==> src/rtl/instr_decode.sv <==
// rtl/instr_decode.sv - MIPS-style decode stage with register file, write-back bypass and load-use hazard detection
module instr_decode (
  input  logic        clk,
  input  logic        reset,
  input  logic [31:0] ir,
  input  logic [31:0] ir_pc,
  input  logic        ir_valid,
  output logic        ir_ready,
  input  logic        stall,
  input  logic        flush,
  input  logic        wb_en,
  input  logic [4:0]  wb_addr,
  input  logic [31:0] wb_data,
  output logic        dec_valid,
  output logic [31:0] dec_pc,
  output logic [31:0] dec_rs_val,
  output logic [31:0] dec_rt_val,
  output logic [31:0] dec_imm,
  output logic [4:0]  dec_dest,
  output logic [3:0]  dec_alu_op,
  output logic        dec_reg_write,
  output logic        dec_mem_read,
  output logic        dec_mem_write,
  output logic        dec_branch_eq,
  output logic        dec_branch_ne,
  output logic        dec_jump,
  output logic        dec_illegal
);

  localparam logic [3:0] ALU_ADD = 4'd0;
  localparam logic [3:0] ALU_SUB = 4'd1;
  localparam logic [3:0] ALU_AND = 4'd2;
  localparam logic [3:0] ALU_OR  = 4'd3;
  localparam logic [3:0] ALU_SLT = 4'd4;
  localparam logic [3:0] ALU_SLL = 4'd5;
  localparam logic [3:0] ALU_SRL = 4'd6;

  logic [5:0]  op;
  logic [4:0]  rs;
  logic [4:0]  rt;
  logic [4:0]  rd;
  logic [4:0]  shamt;
  logic [5:0]  funct;
  logic [31:0] imm_sext;
  logic [31:0] imm_zext;

  assign op       = ir[31:26];
  assign rs       = ir[25:21];
  assign rt       = ir[20:16];
  assign rd       = ir[15:11];
  assign shamt    = ir[10:6];
  assign funct    = ir[5:0];
  assign imm_sext = {{16{ir[15]}}, ir[15:0]};
  assign imm_zext = {16'h0000, ir[15:0]};

  logic [31:0] regs [32];

  logic [3:0]  d_alu_op;
  logic [31:0] d_imm;
  logic [4:0]  d_dest;
  logic        d_reg_write;
  logic        d_mem_read;
  logic        d_mem_write;
  logic        d_branch_eq;
  logic        d_branch_ne;
  logic        d_jump;
  logic        d_illegal;
  logic [31:0] rs_val;
  logic [31:0] rt_val;
  logic        hazard;
  logic        wb_hit;

  // Instruction decode into control fields; anything unrecognised becomes an illegal no-op
  always_comb begin
    d_alu_op    = ALU_ADD;
    d_imm       = 32'h0;
    d_dest      = 5'd0;
    d_reg_write = 1'b0;
    d_mem_read  = 1'b0;
    d_mem_write = 1'b0;
    d_branch_eq = 1'b0;
    d_branch_ne = 1'b0;
    d_jump      = 1'b0;
    d_illegal   = 1'b0;
    case (op)
      6'h00: begin
        d_dest      = rd;
        d_reg_write = 1'b1;
        d_imm       = {27'h0, shamt};
        case (funct)
          6'h20: d_alu_op = ALU_ADD;
          6'h22: d_alu_op = ALU_SUB;
          6'h24: d_alu_op = ALU_AND;
          6'h25: d_alu_op = ALU_OR;
          6'h2A: d_alu_op = ALU_SLT;
          6'h00: d_alu_op = ALU_SLL;
          6'h02: d_alu_op = ALU_SRL;
          default: begin
            d_illegal   = 1'b1;
            d_dest      = 5'd0;
            d_reg_write = 1'b0;
            d_imm       = 32'h0;
          end
        endcase
      end
      6'h08, 6'h09: begin
        d_imm       = imm_sext;
        d_dest      = rt;
        d_reg_write = 1'b1;
      end
      6'h0C: begin
        d_alu_op    = ALU_AND;
        d_imm       = imm_zext;
        d_dest      = rt;
        d_reg_write = 1'b1;
      end
      6'h0D: begin
        d_alu_op    = ALU_OR;
        d_imm       = imm_zext;
        d_dest      = rt;
        d_reg_write = 1'b1;
      end
      6'h23: begin
        d_imm       = imm_sext;
        d_dest      = rt;
        d_reg_write = 1'b1;
        d_mem_read  = 1'b1;
      end
      6'h2B: begin
        d_imm       = imm_sext;
        d_mem_write = 1'b1;
      end
      6'h04: begin
        d_alu_op    = ALU_SUB;
        d_imm       = imm_sext;
        d_branch_eq = 1'b1;
      end
      6'h05: begin
        d_alu_op    = ALU_SUB;
        d_imm       = imm_sext;
        d_branch_ne = 1'b1;
      end
      6'h02: begin
        d_imm  = {ir_pc[31:28], ir[25:0], 2'b00};
        d_jump = 1'b1;
      end
      6'h03: begin
        d_imm       = {ir_pc[31:28], ir[25:0], 2'b00};
        d_jump      = 1'b1;
        d_dest      = 5'd31;
        d_reg_write = 1'b1;
      end
      default: d_illegal = 1'b1;
    endcase
  end

  // Operand read with write-back bypass so a same-cycle write is seen by the captured operands
  always_comb begin
    wb_hit = wb_en && (wb_addr != 5'd0);
    if (rs == 5'd0)                rs_val = 32'h0;
    else if (wb_hit && wb_addr == rs) rs_val = wb_data;
    else                           rs_val = regs[rs];
    if (rt == 5'd0)                rt_val = 32'h0;
    else if (wb_hit && wb_addr == rt) rt_val = wb_data;
    else                           rt_val = regs[rt];
  end

  assign hazard   = dec_valid && dec_mem_read && (dec_dest != 5'd0) &&
                    ((dec_dest == rs) || (dec_dest == rt));
  assign ir_ready = !stall && !hazard;

  // Register file: writes proceed independent of pipeline stall/flush; r0 is never written
  always_ff @(posedge clk) begin
    if (reset) begin
      for (int i = 0; i < 32; i++) regs[i] <= 32'h0;
    end else if (wb_en && (wb_addr != 5'd0)) begin
      regs[wb_addr] <= wb_data;
    end
  end

  // ID/EX register: flush beats stall; hazard or no input yields a bubble with control flags cleared
  always_ff @(posedge clk) begin
    if (reset) begin
      dec_valid     <= 1'b0;
      dec_pc        <= 32'h0;
      dec_rs_val    <= 32'h0;
      dec_rt_val    <= 32'h0;
      dec_imm       <= 32'h0;
      dec_dest      <= 5'd0;
      dec_alu_op    <= 4'd0;
      dec_reg_write <= 1'b0;
      dec_mem_read  <= 1'b0;
      dec_mem_write <= 1'b0;
      dec_branch_eq <= 1'b0;
      dec_branch_ne <= 1'b0;
      dec_jump      <= 1'b0;
      dec_illegal   <= 1'b0;
    end else if (flush || (!stall && (hazard || !ir_valid))) begin
      dec_valid     <= 1'b0;
      dec_reg_write <= 1'b0;
      dec_mem_read  <= 1'b0;
      dec_mem_write <= 1'b0;
      dec_branch_eq <= 1'b0;
      dec_branch_ne <= 1'b0;
      dec_jump      <= 1'b0;
      dec_illegal   <= 1'b0;
    end else if (!stall) begin
      dec_valid     <= 1'b1;
      dec_pc        <= ir_pc;
      dec_rs_val    <= rs_val;
      dec_rt_val    <= rt_val;
      dec_imm       <= d_imm;
      dec_dest      <= d_dest;
      dec_alu_op    <= d_alu_op;
      dec_reg_write <= d_reg_write && (d_dest != 5'd0);
      dec_mem_read  <= d_mem_read;
      dec_mem_write <= d_mem_write;
      dec_branch_eq <= d_branch_eq;
      dec_branch_ne <= d_branch_ne;
      dec_jump      <= d_jump;
      dec_illegal   <= d_illegal;
    end
  end

endmodule

==> config.mk <==
export PLATFORM = sky130hd
export DESIGN_NAME = instr_decode
export DESIGN_NICKNAME = d
export VERILOG_FILES = /design/src/rtl/instr_decode.sv
export SDC_FILE = /design/constraint.sdc
export NUM_CORES = 2
export LEC_CHECK = 0
export CORE_MARGIN = 2
export CORE_UTILIZATION = 55
export DETAILED_ROUTE_END_ITERATION = 8
export PLACE_DENSITY = 0.74
export SYNTH_ARGS = -nofsm -noshare
export SYNTH_HDL_FRONTEND = slang
export SYNTH_SLANG_ARGS = --single-unit
==> constraint.sdc <==
create_clock -name clk -period 4.3 [get_ports clk]
set_input_delay 0.43 -clock clk [delete_from_list [all_inputs] [get_ports clk]]
set_output_delay 0.43 -clock clk [all_outputs]
set_load 0.005 [all_outputs]
; Yosys cells after proc, flatten, opt, wreduce, memory -nomap -nowiden
; Memories as Yosys holds them, arrays and structs flattened.
; Index checks and enable logic that the tools add are counted.
[totals]
word_cells = 97
n_memories = 1
ramBits = 1024
ff_bits = 145
[classes]
n_bitwise = 2
mux = 27
n_reduce_logical = 33
eq_ne = 20
[mem_list]
columns = name, depth, width, read_ports, rd_clocked_by_memory_dff, write_ports, line
row1 = regs, 32, 32, 2, 0, 32, 56  ; logic [31:0] regs [32];
[op_table]
columns = cell, n
row1 = $mux 32, 5
row2 = $pmux 32 s4, 1
row3 = $eq 6x6->1 const B, 7
row4 = $reduce_or 32->1, 1
row5 = $eq 6x4->1 const B, 4
row6 = $eq 5x5->1, 4
row7 = $eq 6x2->1 const B, 3
row8 = $pmux 3 s6, 1
row9 = $mux 5, 3
row10 = $pmux 5 s3, 1
row11 = $reduce_bool 5->1, 3
row12 = $mux 1, 13
row13 = $eq 6x3->1 const B, 2
row14 = $logic_not 6->1, 2
row15 = $pmux 3 s4, 1
row16 = $reduce_or 6->1, 2
row17 = $logic_not 5->1, 2
row18 = $reduce_or 10->1, 1
row19 = $logic_and 1x1->1, 9
row20 = $reduce_or 2->1, 4
row21 = $reduce_or 7->1, 1
row22 = $reduce_or 5->1, 1
row23 = $pmux 1 s2, 2
row24 = $logic_not 1->1, 3
row25 = other kinds (3), 6

; Depth between registers and ports, before layout
[depth]
word_depth = 8
depth_mapped = 12

; Worst setup path after synthesis
; Ideal clock, no wire load.
[synth_timing]
path_type = in2reg
from = input port wb_addr[3]
to = memory regs[12][0], enable pin
stages = 7
path_buffers = 2
setup_ps = 375
arrival_time_ps = 2089
path_slack_ps = 1837
cell_sequence = buf_2 > or3_4 > o31ai_4 > or4_1 > buf_2 > nor2_1 > or2_2
[synth_rtl]
columns = element, line
row1 = start: declaration, 12  ; input logic [4:0] wb_addr,
row2 = end: declaration, 56

; Final worst setup path
[layout_timing]
from = input port ir[20]
to = output port ir_ready
[layout_via]
elab_chain_cells = 5
[layout_lines]
columns = element, line
row1 = start: declaration, 5  ; input logic [31:0] ir,
row2 = $eq 5x5->1, 169  ; ((dec_dest == rs) || (dec_dest == rt));
row3 = $logic_or 1x1->1, 169
row4 = $logic_and 1x1->1, 168  ; assign hazard = dec_valid && dec_mem_read && (dec_dest != 5'd0) &&
row5 = $logic_not 1->1, 170  ; assign ir_ready = !stall && !hazard;
row6 = $logic_and 1x1->1, 170
row7 = end: declaration, 8  ; output logic ir_ready,
; No other way between the ends.

==> impl_metrics.py <==
metrics = {
    "clock_tree": {
        "clkTransAtPathRegs_ns": 0.06,
        "cts_max_level": 3,
        "cts_made_buffers": 120,
        "cts_tree": "built",
        "cts-hold-fix-buffers": 0,
        "clock-sinks": 1168,
        "cts_resized": 0,
        "cts_root_buf": "clkbuf_16",
        "cts_setup_buffers": 0,
        "max-clock-path-buffers": 3,
        "insertion_delay_ns": 0.74,
    },
    "detailed_routing": {
        "vias": 42920,
        "routed_wl_mm": 204,
        "firstDrtPassIters": 6,
        "wl_per_cell_um": 32.5,
        "first_iter_violations": 6321,
        "viasPerCell": 6.82,
        "ant_nets": 0,
        "drc": 0,
    },
    "synthesis": {
        "synth-main-ff-cell": "edfxtp_1",
        "yosys.area.top_type": "edfxtp_1",
        "syn_inst": 4554,
        "syn_area_sq_mm": 0.0610,
        "avgSynthCellArea_sq_um": 13.4,
        "synth_cell_type_count": 71,
        "synthTopCellsByCount": "edfxtp_1, and2_1, mux4_2, clkbuf_1, mux2i_1",
        "yosysSeqAreaShare": 0.551,
        "yosys_warnings": 0,
        "yosys-top-cells-area": "edfxtp_1, mux4_2, and2_1",
        "ys_seq_elements": 1168,
        "synth.most_common_cell": "edfxtp_1",
        "yosys.area.top_type_share": 0.504,
        "synth-edff-count": 1024,
        "synthArstFlopShare": 0,
    },
    "min_path": {
        "hold_class": "input pin to flop",
    },
    "die": {
        "die_x_um": 337,
        "initial_utilization": 0.553,
        "ios": 253,
        "dieArea_sq_mm": 0.114,
        "fp.dieH_um": 337,
        "fp.coreArea_sq_mm": 0.110,
        "rows": 122,
    },
    "worst_setup_path": {
        "r2r-end": "dec_imm[31]",
        "reg2reg_setup_slack_ns": 1.50,
        "crit_start": "ir[20]",
        "critPathCapture": "ir_ready",
        "start_kind": "input pin",
        "cp-end-kind": "primary output",
        "crit_path_frequent_cell": "clkdlybuf4s50_1",
        "reg2reg_depth": 7,
        "r2r-start": "dec_dest[2]",
        "path_class": "input pin to primary output",
        "slowest_stage": "clkdlybuf4s50_1",
        "crit_path_max_incr_delay_ns": 0.89,
        "required_ns": 3.87,
        "crit_chain": "clkdlybuf4s50_1, buf_4, xnor2_1, nand2_1, o22ai_2, a21oi_1, clkdlybuf4s50_1",
        "critPathMaxFanout": 11,
        "cp_data_arrival_time_ns": 2.77,
    },
    "grt": {
        "grt_overflow": 0,
        "grt_usage": 0.358,
        "grt_pass1_wl_mm": 291,
        "grt_pass1_vias": 42158,
        "grt_max_degree": 75,
        "antenna_found_initial": 14,
    },
    "flow_run": {
        "maxCapViolations": 0,
    },
    "power_and_ir_drop": {
        "finalPower_mw": 26.7,
        "p_sw_mw": 6.66,
        "power.share.sequential": 0.497,
        "vdd_drop_max_uv": 418,
        "pwr-share-clk": 0.381,
        "p_int_mw": 20.0,
        "p_comb_frac": 0.122,
        "power_density_mw_per_mm2": 385,
        "swShare": 0.250,
        "power_leakage_nw": 24.0,
    },
    "timing": {
        "slew_headroom": 0.198,
        "final_hold_viol_count": 0,
        "report.final.slew_viol_count": 0,
        "final.setup.tns_ns": 0,
        "setup_viol": 0,
        "worst_pin_slew_ns": 1.20,
        "fin_crit_sh": 0.744,
        "max_freq_mhz": 313,
        "grt_setup_unrepaired": "false",
        "period_minus_slack_ns": 3.20,
        "fin_skew_ns": 0.0263,
    },
    "finish": {
        "drive_gt1_frac": 0.205,
        "stdcell_count": 6295,
        "nets": 4801,
        "fin_util": 0.628,
        "areaGrowthSynthToFinish_pct": 13.5,
    },
    "place": {
        "portBuffers": 251,
        "place_congestion": 0.935,
        "hpwl_mm": 127,
        "dp_cells": 6060,
    },
    "outcome": {
        "status": "complete, no violations",
    },
}
[final cells by class]
| cell class | count | area [sq um] |
|---|---|---|
| fillers | 8136 | 41100 |
| inverters | 6 | 22.5 |
| repair buffers | 471 | 4610 |
| diodes | 11 | 27.5 |
| well taps | 1488 | 1860 |
| clock inverters | 49 | 374 |
| clock buffers | 175 | 3390 |
| multi-input cells | 2927 | 25400 |
| flip-flops and latches | 1168 | 33600 |
[routing by layer]
metal	GRT usage	routed length [um]
met5	0	67
met4	0.230	15300
met2	0.546	91100
met3	0.0967	26500
met1	0.454	71300
[cells by family (layout without fill, tap and decap cells)]
| group | after synthesis | in the layout | synth area share |
|---|---|---|---|
| AO/OA/AOI/OAI | 705 | 705 | 0.0838 |
| XOR/XNOR | 22 | 22 | 0.00316 |
| buffers and inverters | 491 | 701 | 0.0380 |
| flip-flops | 1168 | 1168 | 0.551 |
| multiplexers | 695 | 695 | 0.183 |
| other | 1 | 44 | 0.0000614 |
| AND/OR/NAND/NOR | 1472 | 1472 | 0.141 |
[power groups by stage]
stage                     clock, mW  combinational, mW  sequential (mW)
after floorplan                   0               1.95             13.3
after global placement            0               3.14             13.4
after detailed placement          0               3.18             13.5
after CTS                      10.2               3.19             13.2
after global routing           10.6               3.37             13.3
final                          10.1               3.27             13.3
[metrics by stage]
stage,setup slack [ns],hold WS (ns),instance area [sq um]
after floorplan,1.84,0.448,61200
after global placement,0.684,0.441,65500
after detailed placement,0.679,0.446,65500
after CTS,1.17,0.0694,69300
after global routing,1.07,0.117,69300
final,1.10,0.117,69300
[worst min path at each step]
stage / endpoint / startpoint / depth (start not counted) / slack [ns]
3_3_place_gp: dec_pc[15] / dec_pc[15] / 2 / 0.44
5_1_grt: dec_rs_val[30] / reset / 2 / 0.12
3_5_place_dp: dec_pc[19] / dec_pc[19] / 2 / 0.45
6_report: dec_rs_val[30] / reset / 2 / 0.12
2_1_floorplan: dec_alu_op[2] / dec_alu_op[2] / 2 / 0.45
4_1_cts: dec_rs_val[30] / reset / 2 / 0.07
[flip-flops by register name, indices dropped and copies added (netlist names), 3 cells and up]
name	cells
regs	1024
dec_alu_op	3
dec_rt_val	32
dec_rs_val	32
dec_imm	32
dec_pc	32
dec_dest	5
[worst max-delay path, delay by kind of cell]
family	cells	cell delay (ns)
buffers and inverters	3	1.63
and+or+nand+nor	1	0.08
xor gates and xnor gates	1	0.11
AOI/OAI and AO/OA	2	0.51
[placed cells by master, fill, tap and decap left out, types with 8 or more instances in the layout]
cell and n:
edfxtp_1 1024, clkbuf_1 40, clkdlybuf4s50_1 242, a221oi_1 40
o221ai_1 31, nor2_1 85, and2_1 997, mux2i_1 215
o21ai_0 42, a221oi_2 8, o2bb2ai_2 10, nand2_1 82
a22o_1 79, nor2_2 35, nor4_1 43, mux2_2 161
a22oi_1 50, diode_2 11, clkinv_1 20, clkbuf_8 12
o2bb2ai_1 16, nand3b_1 8, buf_12 35, xnor2_1 17
nor3_1 83, o22ai_1 106, dfxtp_1 144, nand3_1 22
conb_1 33, mux4_2 319, a21oi_1 135, buf_4 187
clkbuf_16 123, clkinv_2 20, a211oi_1 150, nor2b_1 51
or2_2 34
No activity file was read; power rests on OpenSTA's default activity.
